**config.mk**
```make
export PLATFORM = sky130hd
export DESIGN_NAME = ps2_hotkeys
export DESIGN_NICKNAME = d
export VERILOG_FILES = /design/src/rtl/ps2_hotkeys.sv
export SDC_FILE = /design/constraint.sdc
export NUM_CORES = 1
export LEC_CHECK = 0
export BUFFER_PORTS_ARGS = -buffer_cell sky130_fd_sc_hd__buf_2
export CORE_UTILIZATION = 60
export DETAILED_ROUTE_END_ITERATION = 7
export GPL_ROUTABILITY_DRIVEN = 0
export PLACE_DENSITY_LB_ADDON = 0.3
export REMOVE_ABC_BUFFERS = 1
export SLEW_MARGIN = 20
export SYNTH_ARGS = -nofsm -noshare
export SYNTH_HDL_FRONTEND = slang
export SYNTH_SLANG_ARGS = --single-unit
export TNS_END_PERCENT = 5
```
**constraint.sdc**
```tcl
create_clock -name clock -period 2.9 [get_ports clock]
set_input_delay 0.87 -clock clock [delete_from_list [all_inputs] [get_ports clock]]
set_output_delay 0.87 -clock clock [all_outputs]
set_load 0.01 [all_outputs]
```
**src/rtl/ps2_hotkeys.sv**
```systemverilog
// PS/2 hotkey decoder: tracks level, edge pulses, toggle and long-hold state
// for a parameterised table of {extended, scancode} entries.
module ps2_hotkeys #(
    parameter int                KEYS  = 8,
    parameter logic [9*KEYS-1:0] CODES = {KEYS{9'h000}},
    parameter int                HOLDW = 22,
    parameter logic [HOLDW-1:0]  HOLD  = 22'd3000000
) (
    input  logic            clock,
    input  logic            reset,
    input  logic            ce,
    input  logic            strb,
    input  logic [7:0]      code,
    output logic [KEYS-1:0] keys,
    output logic [KEYS-1:0] press,
    // "release" is a reserved word, hence the past-tense name
    output logic [KEYS-1:0] released,
    output logic [KEYS-1:0] toggle,
    output logic [KEYS-1:0] held,
    output logic            brk,
    output logic            extd
);

    logic [KEYS-1:0] prev_keys;
    logic [KEYS-1:0] keys_nxt;
    logic [KEYS-1:0] held_nxt;
    logic [2:0]      skip;
    logic [2:0]      skip_nxt;
    logic            brk_nxt;
    logic            extd_nxt;
    logic            clear_all;

    always_comb begin
        keys_nxt  = keys;
        brk_nxt   = brk;
        extd_nxt  = extd;
        skip_nxt  = skip;
        clear_all = 1'b0;
        if (strb) begin
            if (skip != 3'd0) begin
                skip_nxt = skip - 3'd1;
            end else if (code == 8'hF0) begin
                brk_nxt = 1'b1;
            end else if (code == 8'hE0) begin
                extd_nxt = 1'b1;
            end else if (code == 8'hE1) begin
                // Pause: E1 is followed by seven bytes that must not decode
                skip_nxt = 3'd7;
                brk_nxt  = 1'b0;
                extd_nxt = 1'b0;
            end else if (code == 8'hAA && !brk) begin
                keys_nxt  = '1;
                clear_all = 1'b1;
                brk_nxt   = 1'b0;
                extd_nxt  = 1'b0;
            end else begin
                for (int i = 0; i < KEYS; i++) begin
                    if (CODES[9*i +: 8] == code && CODES[9*i+8] == extd)
                        keys_nxt[i] = brk;
                end
                brk_nxt  = 1'b0;
                extd_nxt = 1'b0;
            end
        end
    end

    always_ff @(posedge clock or negedge reset) begin
        if (!reset) begin
            keys      <= '1;
            prev_keys <= '1;
            press     <= '0;
            released  <= '0;
            toggle    <= '0;
            held      <= '0;
            brk       <= 1'b0;
            extd      <= 1'b0;
            skip      <= 3'd0;
        end else if (ce) begin
            keys      <= keys_nxt;
            // keyboard BAT forces everything up without a release edge
            prev_keys <= clear_all ? {KEYS{1'b1}} : keys;
            press     <= prev_keys & ~keys;
            released  <= ~prev_keys & keys;
            toggle    <= toggle ^ (prev_keys & ~keys);
            held      <= held_nxt;
            brk       <= brk_nxt;
            extd      <= extd_nxt;
            skip      <= skip_nxt;
        end
    end

    for (genvar i = 0; i < KEYS; i++) begin : g_hold
        logic [HOLDW-1:0] cnt;

        always_ff @(posedge clock or negedge reset) begin
            if (!reset) begin
                cnt <= '0;
            end else if (ce) begin
                if (keys[i])
                    cnt <= '0;
                else if (cnt != HOLD)
                    cnt <= cnt + {{(HOLDW-1){1'b0}}, 1'b1};
            end
        end

        assign held_nxt[i] = (cnt == HOLD) && !keys[i];
    end

endmodule

```
==> results of run 1 <==
final cells by class:
type                            instances  area [um2]
Inverter                               37         139
Fill cell                            1321        5440
Sequential cell                       201        5030
Tap cell                              225         282
Clock inverter                          6        32.5
Clock buffer                           34         677
Multi-Input combinational cell        866        5360
Timing Repair Buffer                   78         512
cell usage in the layout (no fill, tap or decap), drive strengths merged, types with 6 or more instances in the layout:
cell type    n
and2         6
and3        24
o21ai       49
xnor2       34
ha          18
mux2         7
nand2      107
and4        11
a21oi       34
o2bb2ai     17
nand4       44
clkbuf      35
nand3       95
dfrtp      199
nor4b        6
nor2       128
nor4        37
xor2        56
inv         37
o41ai       10
a22o         6
o31ai       12
buf         77
mux2i       18
a21o         7
or3         22
nor3        36
or4         23
cells in the mapped netlist, types with 3 or more instances:
master,number
dfrtp_1,199
or3_1,22
a22o_1,6
o211ai_1,3
nand2b_1,3
o21ai_0,43
ha_1,18
buf_2,4
a311o_1,4
o311ai_0,5
inv_1,36
nor3b_1,4
o21ai_1,5
nor4_1,37
mux2i_1,18
mux2_2,7
o2111ai_1,4
a21oi_1,33
nor2b_1,5
nand3_1,94
and4_1,11
nor4b_1,6
nand4_1,44
nor2_1,128
buf_4,21
and2_1,6
a211o_1,3
and3_1,24
xnor2_1,34
nand2_1,107
or2_2,5
nor3_1,36
or4_1,21
a21o_1,7
o41ai_1,9
buf_1,8
o31ai_1,12
clkbuf_1,35
o2bb2ai_1,17
nor4bb_1,5
xor2_1,56
registers in the layout, summed over array words and instances (netlist names):
register,flops
press,1
g_hold.cnt,176
skip,3
brk,1
extd,1
released,1
toggle,8
keys,1
held,8
prev_keys,1
kinds of logic after synthesis:
kind of cell    share of synthesized area (%)
mux                                      2.39
compound gates                           10.6
xor+xnor                                 7.26
flops                                    46.3
fa+ha+maj                                2.07
simple gates                             26.9
buf+inv                                  4.51
worst paths after layout:
path	end	slack, ps	cells after the start
min in group clock	toggle[7]$_DFFE_PN0P_	470	1
max in group asynchronous	prev_keys[6]$_DFFE_PN1P_	1750	2
setup reg to reg	g_hold[6].cnt[2]$_DFFE_PN0P_	430	7
hold reg to reg	toggle[7]$_DFFE_PN0P_	470	1
setup / recovery	keys[0]	390	2
hold / removal	g_hold[4].cnt[14]$_DFFE_PN0P_	340	1
metrics by stage:
stage | TNS [ps] | hold slack (ps)
3_5_place_dp | 0 | 458
4_1_cts | 0 | 351
6_report | 0 | 336
3_3_place_gp | 0 | 454
5_1_grt | 0 | 383
2_1_floorplan | -303980 | 450
power by group:
group          leakage (nW)  switching, mW  internal [mW]
registers              2.79         0.0592           2.88
clock network         0.352           1.13           1.60
logic                  1.99          0.271          0.151
worst reg2reg max path, delay by kind of cell, from the launching register on:
| family | cells | cell delay (ps) |
|---|---|---|
| AO/OA/AOI/OAI | 2 | 710 |
| AND/OR/NAND/NOR | 3 | 660 |
| buffers and inverters | 2 | 550 |
| flip-flops | 1 | 440 |
routing by layer:
metal / vias up / global-route usage [%]
li1: 4301 / -
met1: 4346 / 36.8
met2: 237 / 42.9
met3: 42 / 3.59
met4: 0 / 7.59
met5: - / 0
==> run metrics, run 1 <==
status completed; Slew headroom between 30 and 40%; Synth Instances between 1000 and 1500; Clock Latency Late Sink between 500 and 600 ps; wire per inst approximately 16 um; clk slew on worst S/H paths 60 ps; CTS buffer count 22; worst r2r src keys[6]$_DFFE_PN1P_; Final Cycle Share between 80% and 90%; Synth area leader dfrtp_1; EDFF count, synth 0; crit path max fanout 24; fin area 12000 um2; worst-case clock buffer depth 3; CP cell instances buf_4 -> buf_2; number of synthesized register bits 201; Seq/Total Area, Yosys a little under half; Yosys top cell area share ~46%; slowest CP cell dfstp_2; worst setup margin between 300 and 400 ps; CP endpoint kind primary output; post-route antenna net violation count 0; CP startpoint kind flop; ANT cells 0; initial antenna violation count 0; layout cell share with drive strength beyond 1 11.4%; Final Hold Fails 0; dpl cell area 11300 um2; metal3 WL about 1.2 mm; CP top delay family flip-flops; # IOs 54; drt total wl between 20 and 25 mm; Setup violations, final 0; Worst Path Buf+Inv 2; clk sinks between 200 and 250; Post-CTS Hold Fix Bufs 0; max layer used met4; routed wl met2 11.0 mm; Worst EP arrival 1640 ps; Placeable Area between 15000 and 20000 um2; Initial Util around 62%; number of I/O port buffers 53; Area Overhead vs Synth 10.8%; Synth Warn # 0; Remaining Overflow, GRT 0; Pleak just over 5 nW; CTS root buf clkbuf_16; 1st-iter DRT viols between 500 and 600; post-CTS setup buffers 0; post-DR vias/cell 6.17; H-tree levels 1; hpwl dp between 15 and 20 mm; CTS tree yes; Period minus WS final roughly 2500 ps; Syn Std Cell Area 10900 um2; slowest stage delay, CP roughly 680 ps; total of max-cap violations 0; RSZ-0062 raised after global routing false; Power Density 506 nW/um2; WP data required 2030 ps; clk_skew 8.04 ps; Die W around 140 um; path type of the worst min-delay path input port to asynchronous set/reset pin; Metal-1 WL 10.7 mm; TritonRoute pass-1 iters 6; die area about 19000 um2; Fmax around 0.4 GHz; Async S/R FF share, synth 100%; Die Ht around 140 um; most area-consuming cells after synthesis dfrtp_1 46%, xor2_1 4.5%, nor2_1 4.4%; placed cells ~1400; worst vdd ir between 500 and 600 uV; worst slack, placed between 200 and 250 ps; Final Max Tran Viols 0; largest net degree at the start of global routing between 70 and 80; vias post-DR ~8900; Finished Core Util 68.9%; worst-margin pin slew 927 ps; vias in the first global route approximately 8500; drc violations 0; first-pass GRT wire length 40.1 mm; row cnt 48; Setup CP Type flop to primary output; Distinct cells, synth 64; fin cells around 1400; Syn Area/Cell a little over 9 um2; Overall Global Routing Usage 26.3%; top_reg_cell synth dfrtp_1; Worst setup startpoint keys[6]$_DFFE_PN1P_; Nets roughly 1200; total chip power 6.09 mW; post-cts resize count 0
No activity file was read; power rests on OpenSTA's default activity.
==> run 2, diff against run 1 <==
--- a/config.mk
+++ b/config.mk
@@ -5,6 +5,7 @@
 export SDC_FILE = /design/constraint.sdc
 export NUM_CORES = 1
 export LEC_CHECK = 0
+export ABC_AREA = 1
 export BUFFER_PORTS_ARGS = -buffer_cell sky130_fd_sc_hd__buf_2
 export CORE_UTILIZATION = 60
 export DETAILED_ROUTE_END_ITERATION = 7
==> run metrics, run 2 <==
status completed; post-CTS setup buffers 0; most numerous cell in the Yosys netlist nand2_1; Initial Util around 60%; Nets between 2000 and 2500; number of synthesized register bits approximately 200; path type of the worst min-delay path input port to asynchronous set/reset pin; worst-case clock buffer depth 3; worst-margin pin slew around 560 ps; Area Overhead vs Synth 7.89%; Die W about 150 um; fin cells roughly 2300; commonest cells after routing, fill and taps aside 680 x nand2_1, 318 x nor2_1, 199 x dfrtp_1; most common cell after layout, fill and taps aside nand2_1; Pleak approximately 6.5 nW; Final Cycle Share between 80% and 90%; Syn Std Cell Area between 10000 and 15000 um2; worst setup margin ~430 ps; # IOs 54; placed cells about 2300; die area 23200 um2; Synth area leader dfrtp_1; clk_skew 12.3 ps; Async S/R FF share, synth 100%; post-cts resize count 0; number of I/O port buffers 53; Biggest register g_hold.cnt; post-route antenna net violation count 0; initial antenna violation count 0; Synth Instances approximately 2000; setup TNS 0 ps; CTS root buf clkbuf_16; drt total wl about 32 mm; vias in the first global route between 10000 and 15000; CP endpoint kind primary output; CP cell instances buf_4 -> buf_2; CTS tree yes; CTS buffer count 24; Seq/Total Area, Yosys between 30 and 40%; Clock Latency Late Sink 530 ps; flip-flop count of the largest register after layout ~180; Fmax between 0.4 and 0.5 GHz; Setup violations, final 0; crit path max fanout 25; Setup CP Type flop to primary output; first-pass GRT wire length between 50 and 60 mm; slowest stage delay, CP roughly 550 ps; Remaining Overflow, GRT 0; TritonRoute pass-1 iters 5; slowest CP cell dfstp_2; Power Density 569 nW/um2; worst slack, placed slightly below 400 ps; worst-case reg-to-reg path depth 9; Commonest cells post-synth 680 x nand2_1, 318 x nor2_1, 199 x dfrtp_1; RSZ-0062 raised after global routing false; Worst EP arrival ~1600 ps; Placeable Area 22000 um2; Synth Warn # 0; largest net degree at the start of global routing slightly above 60; clk slew on worst S/H paths 60 ps; ANT cells 0; top_reg_cell synth dfrtp_1; worst vdd ir between 600 and 700 uV; Largest regs g_hold.cnt: 176 flops, held: 8 flops, toggle: 8 flops; hpwl dp between 20 and 25 mm; Die Ht 152 um; Final Hold Fails 0; row cnt 54; clk sinks roughly 200; Post-CTS Hold Fix Bufs 0; Slew headroom about 62%; layout cell share with drive strength beyond 1 9.33%; Period minus WS final roughly 2500 ps; post-DR vias/cell between 5 and 6; EDFF count, synth 0; drc violations 0; Overall Global Routing Usage between 20 and 30%; H-tree levels 1; most area-consuming cells after synthesis dfrtp_1 37%, nand2_1 19%, nor2_1 8.8%; vias post-DR 12900; Syn Area/Cell 6.72 um2; total of max-cap violations 0; 1st-iter DRT viols 826; CP startpoint kind flop; Distinct cells, synth 37; wire per inst around 14 um; Finished Core Util approximately 67%; Final Max Tran Viols 0; total chip power roughly 8.3 mW; Yosys top cell area share 36.7%; WP data required 2030 ps
run 2: layout make-up:
class                           instances  area [um2]
Fill cell                            1884        7330
Clock buffer                           33         654
Sequential cell                       201        5030
Tap cell                              280         350
Timing Repair Buffer                   70         428
Clock inverter                         10         169
Inverter                              170         643
Multi-Input combinational cell       1574        7350
run 2: worst max-delay path, delay by kind of cell, from the launching register on:
kind                   cells  cell delay, ps
flip-flops                 1             550
buffers and inverters      2             520
run 2: final timing paths:
path | endpoint | from | slack (ps)
max in group asynchronous | g_hold[2].cnt[11]$_DFFE_PN0P_ | reset | 1940
worst max register to register | g_hold[6].cnt[0]$_DFFE_PN0P_ | g_hold[6].cnt[0]$_DFFE_PN0P_ | 650
worst max-delay path | keys[1] | keys[6]$_DFFE_PN1P_ | 430
worst min register to register | toggle[6]$_DFFE_PN0P_ | toggle[6]$_DFFE_PN0P_ | 470
min in group clock | toggle[6]$_DFFE_PN0P_ | toggle[6]$_DFFE_PN0P_ | 470
worst min-delay path | g_hold[6].cnt[7]$_DFFE_PN0P_ | reset | 290
run 2: where the power goes:
group	internal (mW)	total [mW]	switching [mW]
registers	3.17	3.63	0.456
logic	0.599	1.54	0.943
clock network	1.94	3.15	1.21
run 2: kinds of logic (layout without fill, tap and decap cells):
logic type	count (synthesis)	after routing	share of synthesized area, %
flip-flops	201	201	37.1
AO/OA/AOI/OAI	170	170	7.59
AND/OR/NAND/NOR	1345	1345	42.3
XOR/XNOR	41	41	2.65
adder cells (fa/ha/maj)	18	18	1.66
buffers and inverters	242	283	8.67
run 2: routing by layer:
layer | up-vias | part of all wire (%) | global-route usage (%) | wire (um)
met1 | 5970 | 45 | 37.7 | 14200
met3 | 61 | 5.3 | 3.21 | 1670
li1 | 6497 | - | - | -
met4 | 0 | 2.2 | 8.60 | 697
met2 | 366 | 48 | 47.8 | 15200
met5 | - | 0 | 0 | 0
run 2: metrics by stage:
step                      hold WS (ps)  area (um2)
after global placement             456       13800
after CTS                          293       14600
after global routing               316       14600
after floorplan                    453       13000
final                              292       14600
after detailed placement           459       13800
==> run 3, diff against run 2 <==
--- a/config.mk
+++ b/config.mk
@@ -7,6 +7,7 @@
 export LEC_CHECK = 0
 export ABC_AREA = 1
 export BUFFER_PORTS_ARGS = -buffer_cell sky130_fd_sc_hd__buf_2
+export CORE_MARGIN = 3
 export CORE_UTILIZATION = 60
 export DETAILED_ROUTE_END_ITERATION = 7
 export GPL_ROUTABILITY_DRIVEN = 0
==> constraint.sdc (replaced) <==
create_clock -name clock -period 3.1 [get_ports clock]
set_input_delay 0.93 -clock clock [delete_from_list [all_inputs] [get_ports clock]]
set_output_delay 0.93 -clock clock [all_outputs]
set_load 0.01 [all_outputs]
==> run metrics, run 3 (synthesis results as in run 2) <==
Die Ht about 160 um; Final Cycle Share about 79%; row cnt 54; Power Density between 500 and 600 nW/um2; Worst setup startpoint keys[6]$_DFFE_PN1P_; Worst EP arrival around 2900 ps; post-route antenna net violation count 0; vias post-DR between 10000 and 15000; WP data required roughly 3500 ps; # IOs 54; CTS root buf clkbuf_16; setup TNS 0 ps; clk sinks roughly 200; clk slew on worst S/H paths around 60 ps; post-CTS setup buffers 0; Post-CTS Hold Fix Bufs 0; drt total wl between 30 and 40 mm; flip-flop count of the largest register after layout 176; Placeable Area ~22000 um2; Finished Core Util 66.2%; path type of the worst min-delay path input port to asynchronous set/reset pin; post-cts resize count 0; commonest cells after routing, fill and taps aside 680 x nand2_1, 318 x nor2_1, 199 x dfrtp_1; Die W 156 um; CP startpoint kind flop; first-pass GRT wire length roughly 55 mm; crit path max fanout 48; wire per inst approximately 14 um; Setup CP Type flop to flop; status completed; CTS tree yes; die area 24400 um2; area of the multi-input gates 7350 um2; worst-case reg-to-reg path depth 8; worst-margin pin slew approximately 720 ps; Remaining Overflow, GRT 0; post-DR vias/cell 5.52; Nets a little over 2000; clk_skew ~9.8 ps; worst r2r src keys[6]$_DFFE_PN1P_; 1st-iter DRT viols 974; worst-case clock buffer depth 3; most common cell after layout, fill and taps aside nand2_1; Clock Latency Late Sink 520 ps; Largest regs g_hold.cnt: 176 flops, held: 8 flops, toggle: 8 flops; TritonRoute pass-1 iters 5; total of max-cap violations 0; worst hold slack 387 ps; filler cell count around 1900; CTS buffer count 24; RSZ-0062 raised after global routing false; Biggest register g_hold.cnt; Pleak 6.52 nW; RR Endpoint g_hold[6].cnt[1]$_DFFE_PN0P_; ANT cells 0; drc violations 0; number of I/O port buffers 53; Initial Util 61.5%; register area 5030 um2; H-tree levels 1; Period minus WS final between 2000 and 2500 ps; vias in the first global route approximately 12000; layout cell share with drive strength beyond 1 a little under a tenth; Fmax about 0.41 GHz; worst vdd ir a little over 400 uV; total chip power 7.65 mW; Final Max Tran Viols 0; Area Overhead vs Synth 7.55%; CP endpoint kind flop; hpwl dp around 22 mm; Reg2Reg Setup Slack 640 ps; Final Hold Fails 0; Overall Global Routing Usage between 20% and 30%; Slew headroom around half; Setup violations, final 0; largest net degree at the start of global routing 80; Worst Setup EP g_hold[6].cnt[1]$_DFFE_PN0P_; initial antenna violation count 0
[run 3: layer usage]
metal  GRT usage (%)  part of all wire, %
met4            8.13                  2.6
met1            36.9                   45
met3            3.21                  5.7
met2            43.4                   46
met5               0                    0
[run 3: stage by stage]
step                      cell area (um2)  instances  setup WS (ps)
after global placement              13800       2292            497
after global routing                14600       2335            451
final                               14600       2335            637
after detailed placement            13800       2292            435
after CTS                           14600       2335            674
after floorplan                     13000       1945            102
[run 3: worst min-delay path by stage]
stage | startpoint | end | slack [ps] | cells past startpoint
floorplan | skip[1]$_DFFE_PN0P_ | skip[1]$_DFFE_PN0P_ | 450 | 2
global placement | toggle[7]$_DFFE_PN0P_ | toggle[7]$_DFFE_PN0P_ | 460 | 1
detailed placement | toggle[4]$_DFFE_PN0P_ | toggle[4]$_DFFE_PN0P_ | 460 | 1
CTS | reset | g_hold[7].cnt[6]$_DFFE_PN0P_ | 410 | 1
global route | reset | g_hold[7].cnt[6]$_DFFE_PN0P_ | 430 | 1
finish | reset | g_hold[7].cnt[6]$_DFFE_PN0P_ | 390 | 1
[run 3: critical path, cell delays in order, from the launching register on]
cell	delay, ps
dfstp_2	470
inv_4	500
nand4_1	180
nor2_1	150
nand3_1	140
nand2_2	460
inv_2	240
nand3_1	120
o21ai_1	70
[run 3: cell type report]
class	count	share of cell area, %
multi-input combinational	1574	50.4
inverter	170	4.41
tap	280	2.40
timing repair buffer	67	2.78
clock inverter	9	0.549
sequential	201	34.5
clock buffer	34	4.93
[run 3: power breakdown]
| part | switching, mW | total, mW | internal [mW] |
|---|---|---|---|
| combinational | 0.877 | 1.43 | 0.556 |
| clock | 1.13 | 2.82 | 1.70 |
| sequential | 0.425 | 3.39 | 2.97 |
